`src/rtl/instr_fetch_unit.sv`:
```
// instr_fetch_unit: MIPS fetch stage. Fetches words over a req/ack port, holds the
// instruction for decode and resolves the next PC (JR > J > branch > sequential) on release.
module instr_fetch_unit #(
    parameter logic [31:0] RESET_PC = 32'h0000_0000
) (
    input  logic        clk,
    input  logic        rst_n,
    output logic        imem_req,
    output logic [31:0] imem_addr,
    input  logic        imem_ack,
    input  logic [31:0] imem_rdata,
    input  logic        stall,
    input  logic        branch_taken,
    input  logic [31:0] branch_offset,
    input  logic        jump,
    input  logic [25:0] jump_target,
    input  logic        jr,
    input  logic [31:0] jr_target,
    output logic        inst_valid,
    output logic [31:0] inst,
    output logic [15:0] inst15_0,
    output logic [31:0] pc,
    output logic [31:0] pc_plus4,
    output logic        misalign_err
);
    typedef enum logic {FETCH, VALID} state_t;
    state_t state, state_nx;
    logic [31:0] fetch_pc, next_pc, br_pc;
    logic take_ack, release_inst;

    always_ff @(posedge clk or negedge rst_n)
        if (!rst_n) state <= FETCH;
        else state <= state_nx;

    always_comb
        state_nx = (state == FETCH) ? (imem_ack ? VALID : FETCH) : (stall ? VALID : FETCH);

    always_comb begin
        imem_req = (state == FETCH);
        imem_addr = fetch_pc;
        inst_valid = (state == VALID);
    end

    assign take_ack = (state == FETCH) && imem_ack;
    assign release_inst = (state == VALID) && !stall;
    assign br_pc = pc_plus4 + (branch_offset << 2);
    assign inst15_0 = inst[15:0];

    // Redirects are only consulted when release_inst gates the fetch_pc load.
    always_comb
        next_pc = jr ? {jr_target[31:2], 2'b00} :
                  jump ? {pc_plus4[31:28], jump_target, 2'b00} :
                  branch_taken ? br_pc : pc_plus4;

    always_ff @(posedge clk or negedge rst_n)
        if (!rst_n) begin
            fetch_pc <= RESET_PC;
            inst <= '0;
            pc <= RESET_PC;
            pc_plus4 <= RESET_PC + 32'd4;
            misalign_err <= 1'b0;
        end else begin
            if (take_ack) begin
                inst <= imem_rdata;
                pc <= fetch_pc;
                pc_plus4 <= fetch_pc + 32'd4;
            end
            if (release_inst) fetch_pc <= next_pc;
            if (release_inst && jr && (jr_target[1:0] != 2'b00)) misalign_err <= 1'b1;
        end
endmodule
```
`config.mk`:
```
export PLATFORM = sky130hd
export DESIGN_NAME = instr_fetch_unit
export DESIGN_NICKNAME = d
export VERILOG_FILES = /design/src/rtl/instr_fetch_unit.sv
export SDC_FILE = /design/constraint.sdc
export NUM_CORES = 1
export LEC_CHECK = 0
export CORE_MARGIN = 5
export CORE_UTILIZATION = 46
export DETAILED_ROUTE_END_ITERATION = 12
export PLACE_DENSITY = 0.9
export SLEW_MARGIN = 20
export SYNTH_ARGS = -nofsm -noshare
export SYNTH_HDL_FRONTEND = slang
export SYNTH_SLANG_ARGS = --single-unit
```
`constraint.sdc`:
```
create_clock -name clk -period 3.8 [get_ports clk]
set_input_delay 0.57 -clock clk [delete_from_list [all_inputs] [get_ports clk]]
set_output_delay 0.57 -clock clk [all_outputs]
set_load 0.03 [all_outputs]
```
## Word-level counts from Yosys, hierarchy flattened

Index checks and enable logic that the tools add are counted.

| word-level totals | value |
|---|---|
| bits in registers | 130 |
| input port bits | 129 |
| word-level logic and storage cells | 21 |

| cells by class | value |
|---|---|
| $add $sub $neg | 2 |
| multiplexer cells | 6 |
| bitwise operators | 1 |
| reduce and logical (&&, ||, !) cells | 6 |

Operator list:

| cell | count |
|---|---|
| 32-bit two-way mux | 3 |
| 32-bit by 3-bit adder with 32-bit output, second input constant | 1 |
| 32-bit adder | 1 |
| 1-bit logical AND | 4 |
| 1-bit two-way mux | 3 |
| 2-bit nonzero test | 1 |
| 1-bit zero test | 1 |
| 1-bit inverter | 1 |

## Depth between registers and ports, before layout

Gate-level depths: netlist of the first run.

| logic depth | value |
|---|---|
| depth in word-level cells | 4 |
| depth in mapped cells | 11 |
| depth with buffers taken out | 11 |

## Worst setup path before layout of the first run

Ideal clock, no wire load.

| timing | value |
|---|---|
| kind | input to register |
| from | input port branch_offset[0] |
| to | register fetch_pc[28], in the netlist imem_addr[28] |
| data arrival time | 2.701 ns |
| data required time | 3.674 ns |
| slack | 0.973 ns |
| stages on the path | 11 |
| buffers on the path | 0 |
| path through | ha_1 > fa_1 > a211oi_2 > o21ai_1 > a21boi_2 > o21ai_2 > a31oi_4 > o31ai_1 > a21oi_1 > xnor2_1 > a221o_1 |

| on the way | value |
|---|---|
| longest elaborated chain between the ends | 4 |

Ends and longest elaborated chain:

| element | RTL line | text |
|---|---|---|
| from (decl) | 14 | `input logic [31:0] branch_offset,` |
| 32-bit adder | 46 | `assign br_pc = pc_plus4 + (branch_offset << 2);` |
| 32-bit two-way mux | 53 | `branch_taken ? br_pc : pc_plus4;` |
| 32-bit two-way mux | 52 | `jump ? {pc_plus4[31:28], jump_target, 2'b00} :` |
| 32-bit two-way mux | 51 | `next_pc = jr ? {jr_target[31:2], 2'b00} :` |
| to (signal assigned) | 68 | `if (release_inst) fetch_pc <= next_pc;` |
| to (decl) | 28 | `logic [31:0] fetch_pc, next_pc, br_pc;` |

Every way passes these cells.
A chain may end at the register's enable or synchronous reset.

## Final worst setup path of the first run

| timing | value |
|---|---|
| from | input port branch_offset[1] |
| to | register fetch_pc[31], in the netlist imem_addr[31] |

Same word-level chain as after synthesis.

==> results.cfg, run 1 <==
[synthesis]
yosys.cell_types.count = 70
ys.warnings.count = 0
yosys_most_used_dff = dfrtp_1
synth_nets = 960
syn-cell-area_sq_um = 7706
syn_inst = 800
synth_edf_count = 0
synth-seq-area-share_pct = 41.58
syn_avg_cell_area_sq_um = 9.633
async_reset_ff_share_pct = 100.0
yosys_register_bits = 128

[power_and_ir_drop]
p_leak_nw = 4.655
totalPowerFinal_mw = 8.132
max-vdd-ir-drop_mv = 0.4560
p_int_mw = 4.695
pwr-share-clk_pct = 21.5
combPwrFrac_pct = 50.2
p_sw_mw = 3.437
p_per_area_nw_per_um2 = 734.3
p_seq_share_pct = 28.4
sw_frac_of_total_pct = 42.27

[route]
dr_wl_met3_mm = 2.627
postRouteAntennaNets = 0
wire_per_inst_um = 20.07
drc = 0
met2_length_mm = 12.22
drt_iter0_drc = 556
wl_mm = 25.55
drt_pass1_iterations = 7
via_per_inst = 5.719
via_count = 7280
met1_length_mm = 9.860
dr.max_layer_used = met4

[min_path]
hold_class = input pin to async pin

[sta]
hold_viol = 0
worst_slew_pin_slew_ns = 0.9765
setup-tns-final_ns = 0
max_freq_ghz = 0.3134
grt_setup_unrepaired = no
min_period_ns = 3.191
skew_ns = 0.007138
setup_viol = 0
holdWs_ns = 0.3124
fin_ws_ns = 0.6087
max-slew-margin-rel_pct = 34.90
finalCritPeriodShare_pct = 83.98
finalMaxSlewViolations = 0

[layout]
num_antenna_cells = 0
fin_cells = 1273
seqCellArea_sq_um = 3204
n_fill_cell = 1223
area_delta_synth_final_pct = 43.71
final_nets = 1200
multiInputGateArea_sq_um = 4086
drive_gt1_share_pct = 11.78

[die]
io_pins = 276
die_height_um = 139.4
rows = 47
die_x_um = 139.4
die-area_sq_um = 19440
start_util_pct = 46.63
core_area_sq_um = 16520

[worst_setup_path]
path_class = input pin to register
crit_chain = clkdlybuf4s50_1 -> ha_1 -> a21oi_1 -> o211ai_1 -> a311oi_1 -> buf_4 -> nand4_1 -> a211oi_1 -> o21ai_0 -> a21oi_1 -> mux2i_1 -> nand3_1
endpoint_kind = register
r2r-start = pc_plus4[3]
slowest_stage = clkdlybuf4s50_1
cp-start-kind = input pin
cp-startpoint = branch_offset[1]
cp_common_cell = a21oi_1
required_ns = 4.09
worst-path-max-fanout = 3
cp_slowest_stage_delay_ns = 0.46
worst_ep_arrival_time_ns = 3.48

[clock_network]
h-tree-depth = 4
cts-buffers-inserted = 17
root_buffer = clkbuf_16
clock_tree.buffer_depth = 2
clk_latency_ns = 0.41
hold_buffers = 0
clkTransAtPathRegs_ns = 0.06
clock_sinks = 128
cts_tree = done
postCtsSetupBuffers = 0
cts_resized = 0

[placed_design]
port_buffers = 273
dp_hpwl_mm = 19.32
placed_cells = 1241
place_ws_ns = 0.2331
gp_congestion = 0.8710

[global_routing]
grt_pass1_wl_mm = 40.54
grt_max_degree = 78
track_usage_pct = 25.95
grt-ovfl-total = 0
antenna_found_initial = 0
grt_pass1_vias = 7352

[outcome]
status = finished clean

[flow_run]
cap_violations = 0
## power groups by stage
stage	clock network [mW]	registers, mW	logic (mW)
final	1.74	2.31	4.08
after global routing	1.83	2.37	4.35
after CTS	1.76	2.29	4.07
after detailed placement	0	2.30	4.04
after global placement	0	2.28	3.97
after floorplan	0	3.04	1.70
## per-stage QoR
step	util (%)	instance area, sq um
after floorplan	-	7706
after global placement	63.16	10440
after detailed placement	63.16	10440
after CTS	67.02	11070
after global routing	67.02	11070
final	67.02	11070
## cell families after synthesis
family | count (synthesis) | synth area share (%)
adders and majority gates | 31 | 5.131
AOI/OAI and AO/OA | 219 | 17.75
buffers and inverters | 75 | 5.488
xor gates and xnor gates | 50 | 5.683
and+or+nand+nor | 218 | 13.04
DFF | 128 | 41.58
muxes | 79 | 11.33
## sequential cells by signal (all words and copies together) (netlist names)
signal	cells
pc	30
inst_valid	1
misalign_err	1
inst	32
imem_addr	32
pc_plus4	32
## cell usage after synthesis (17+ instances only)
library cell	n	area, sq um
dfrtp_1	127	3178
nand3_1	24	120.1
xor2_1	33	289.0
buf_4	19	142.6
xnor2_1	17	148.9
ha_1	30	375.4
clkbuf_1	26	97.59
nand2_1	87	326.6
mux2_2	65	732.0
a21oi_1	63	315.3
nor2_1	53	198.9
o21ai_0	66	330.3
and3_1	17	106.4
## area by class of cell
cell class | count | area share [%]
clock inverters | 12 | 1.638
clock buffers | 20 | 4.124
multi-input cells | 597 | 36.90
repair buffers | 284 | 25.51
well taps | 220 | 2.486
inverters | 12 | 0.4067
flip-flops and latches | 128 | 28.93
## worst paths after layout
check	to	slack, ns	cells after the start
max in group asynchronous	pc_plus4[23]	2.52	2
max	imem_addr[31]	0.61	12
min reg2reg	misalign_err	0.47	1
min	pc[14]	0.31	1
max reg2reg	imem_addr[31]	0.80	11
min in group clk	misalign_err	0.47	1
## cell usage in the layout, fill, tap and decap left out, types with 3 or more instances in the layout
master / n
mux2_2: 65
a311oi_1: 3
o21ai_0: 66
a21o_1: 12
nand4_1: 10
mux2i_1: 13
o21bai_1: 6
a31oi_1: 7
o22ai_1: 5
bufinv_16: 4
nor3_1: 10
o211ai_1: 7
a221oi_1: 5
nor2_1: 53
buf_4: 11
nand3_1: 24
ha_1: 30
nand2_1: 86
xnor2_1: 17
clkbuf_16: 17
clkinvlp_4: 4
o21ai_1: 6
dfrtp_1: 127
a221o_1: 4
xor2_1: 33
inv_1: 11
clkdlybuf4s50_1: 272
a211oi_1: 9
a21oi_1: 63
and3_1: 17
## per-layer routing
| layer | GRT usage [%] | vias up |
|---|---|---|
| li1 | - | 3349 |
| met1 | 32.52 | 3489 |
| met2 | 41.70 | 382 |
| met3 | 8.679 | 60 |
| met4 | 9.938 | 0 |
| met5 | 0 | - |
## worst max-delay path: cells and delay by family
family	cells	cell delay [ns]
muxes	1	0.24
buffers and inverters	2	0.64
adders and majority gates	1	0.32
AOI/OAI and AO/OA	6	1.47
and+or+nand+nor	2	0.23
Power figures use the tool's default switching activity.
==> run 2, diff against run 1 <==
--- a/config.mk
+++ b/config.mk
@@ -6,9 +6,9 @@
 export NUM_CORES = 1
 export LEC_CHECK = 0
 export CORE_MARGIN = 5
-export CORE_UTILIZATION = 46
+export CORE_UTILIZATION = 41
 export DETAILED_ROUTE_END_ITERATION = 12
-export PLACE_DENSITY = 0.9
+export PLACE_DENSITY = 0.85
 export SLEW_MARGIN = 20
 export SYNTH_ARGS = -nofsm -noshare
 export SYNTH_HDL_FRONTEND = slang
==> constraint.sdc (replaced) <==
create_clock -name clk -period 2.8 [get_ports clk]
set_input_delay 0.42 -clock clk [delete_from_list [all_inputs] [get_ports clk]]
set_output_delay 0.42 -clock clk [all_outputs]
set_load 0.03 [all_outputs]
==> results.cfg, run 2 (synthesis results as in run 1) <==
[layout]
area_delta_synth_final_pct = 55.38
final_common_cell = clkdlybuf4s50_1
final_cell_mix = 268 x clkdlybuf4s50_1, 126 x dfrtp_1, 89 x buf_4
drive_gt1_share_pct = 20.53
final_nets = 1282
fin_cells = 1370

[global_routing]
top_usage_layer = met2
grt_max_degree = 50
antenna_found_initial = 1
grtUsageMet1_pct = 32.11
grt_pass1_vias = 7926
grt-ovfl-total = 0
gr-usage-met2_pct = 41.34
track_usage_pct = 25.58
grt_use_met3_pct = 7.927
grt_pass1_wl_mm = 43.54

[sta]
skew_ns = 0.008429
max_freq_ghz = 0.3706
min_period_ns = 2.698
holdWs_ns = 0.4860
worst_slew_pin_slew_ns = 0.6701
hold_viol = 0
finalMaxSlewViolations = 0
setup_viol = 0
max-slew-margin-rel_pct = 55.16
finalCritPeriodShare_pct = 96.36

[clock_network]
clk_latency_ns = 0.42
root_buffer = clkbuf_16
clock_sinks = 128
cts-buffers-inserted = 17
h-tree-depth = 4
cts_tree = done
clock_tree.buffer_depth = 2
clkTransAtPathRegs_ns = 0.05

[route]
via_per_inst = 5.608
wire_per_inst_um = 20.70
drt_pass1_iterations = 7
drt_iter0_drc = 564
wl_mm = 28.37
via_count = 7683
drc = 0
postRouteAntennaNets = 0

[min_path]
min_from = misalign_err
hold_class = register to register

[power_and_ir_drop]
p_per_area_nw_per_um2 = 1001
totalPowerFinal_mw = 11.99
p_leak_nw = 5.135
max-vdd-ir-drop_mv = 0.6026

[die]
io_pins = 276
core_area_sq_um = 18580
rows = 50
die-area_sq_um = 21640
start_util_pct = 41.47
die_x_um = 147.1
die_height_um = 147.1

[worst_setup_path]
cp_common_cell = o21ai_2
required_ns = 3.10
cp_slowest_stage_delay_ns = 0.45
cp-start-kind = register
path_class = register to register
crit_chain = buf_4 -> fa_2 -> a211oi_4 -> o21ai_2 -> a21boi_2 -> o21ai_2 -> a31oi_4 -> o21ai_2 -> a21oi_1 -> xnor2_1 -> a221o_1
slowest_stage = dfrtp_2
r2r-start = pc_plus4[3]
reg2reg_slack_ns = 0.10
cp-startpoint = pc_plus4[3]
worst-path-max-fanout = 4
worst_ep_arrival_time_ns = 3.00
endpoint_kind = register

[placed_design]
dp_hpwl_mm = 21.61
placed_cells = 1331
port_buffers = 273
gp_congestion = 0.9544

[flow_run]
cap_violations = 0

[outcome]
status = finished clean
==> run 2: cell types whose count changed in the layout (fill, tap and decap cells not counted), sizes merged <==
cell	delta
clkinvlp	-2
clkdlybuf4s50	-4
inv	-2
dlygate4sd3	+1
dlymetal6s2s	+4
buf	+81
clkinv	+2
clkbuf	+1
diode	+1
bufinv	+1
==> run 2: final cells by class <==
class	count	area [sq um]
Multi-Input combinational cell	597	4300
Tap cell	234	292.8
Fill cell	1390	6606
Antenna cell	1	2.502
Inverter	12	45.04
Clock buffer	21	460.4
Sequential cell	128	3206
Timing Repair Buffer	366	3482
Clock inverter	11	185.2
==> run 2: timing repair <==
item	in CTS	in global routing
hold endpoints to repair	46	0
resized for setup	2	39
pin swaps	1	23
setup buffers	0	5
gates cloned	0	0
hold buffers	1	0
setup endpoints to repair	8	16
==> run 2: through the flow <==
| step | instance area, sq um | setup WS, ns | setup TNS [ns] | utilization [%] |
|---|---|---|---|---|
| floorplan | 7706 | 0.1165 | 0 | - |
| finish | 11970 | 0.1019 | 0 | 64.44 |
| global placement | 11050 | -0.4727 | -6.390 | 59.49 |
| CTS | 11710 | 0.003427 | 0 | 63.03 |
| global route | 11970 | -0.03154 | -0.1007 | 64.44 |
| detailed placement | 11050 | -0.5253 | -6.982 | 59.49 |
==> run 2: routing by layer <==
metal  wire [um]  vias up
li1            -     3519
met5           0        -
met4         966        0
met1       11510     3683
met3        2657       64
met2       13230      417
==> run 2: power by group <==
| group | internal, mW | leakage (nW) | total [mW] | switching [mW] |
|---|---|---|---|---|
| registers | 2.44 | 1.56 | 3.13 | 0.690 |
| logic | 2.95 | 3.26 | 6.41 | 3.46 |
| clock network | 1.62 | 0.313 | 2.44 | 0.821 |
| total | 7.01 | 5.13 | 12.0 | 4.97 |
==> run 2: critical path: cells and delay by family, from the launching register on <==
kind	cells	cell delay, ns
DFF	1	0.45
xor gates and xnor gates	1	0.09
AOI/OAI and AO/OA	8	1.49
buffers and inverters	1	0.15
adders and majority gates	1	0.38
==> run 2: path summary, 6_finish.rpt <==
check	endpoint	cells after the start
worst max-delay path	imem_addr[30]	11
worst min-delay path	misalign_err	1
worst max register to register	imem_addr[30]	11
worst min register to register	misalign_err	1
max in group asynchronous	inst[20]	3
min in group asynchronous	pc_plus4[29]	2
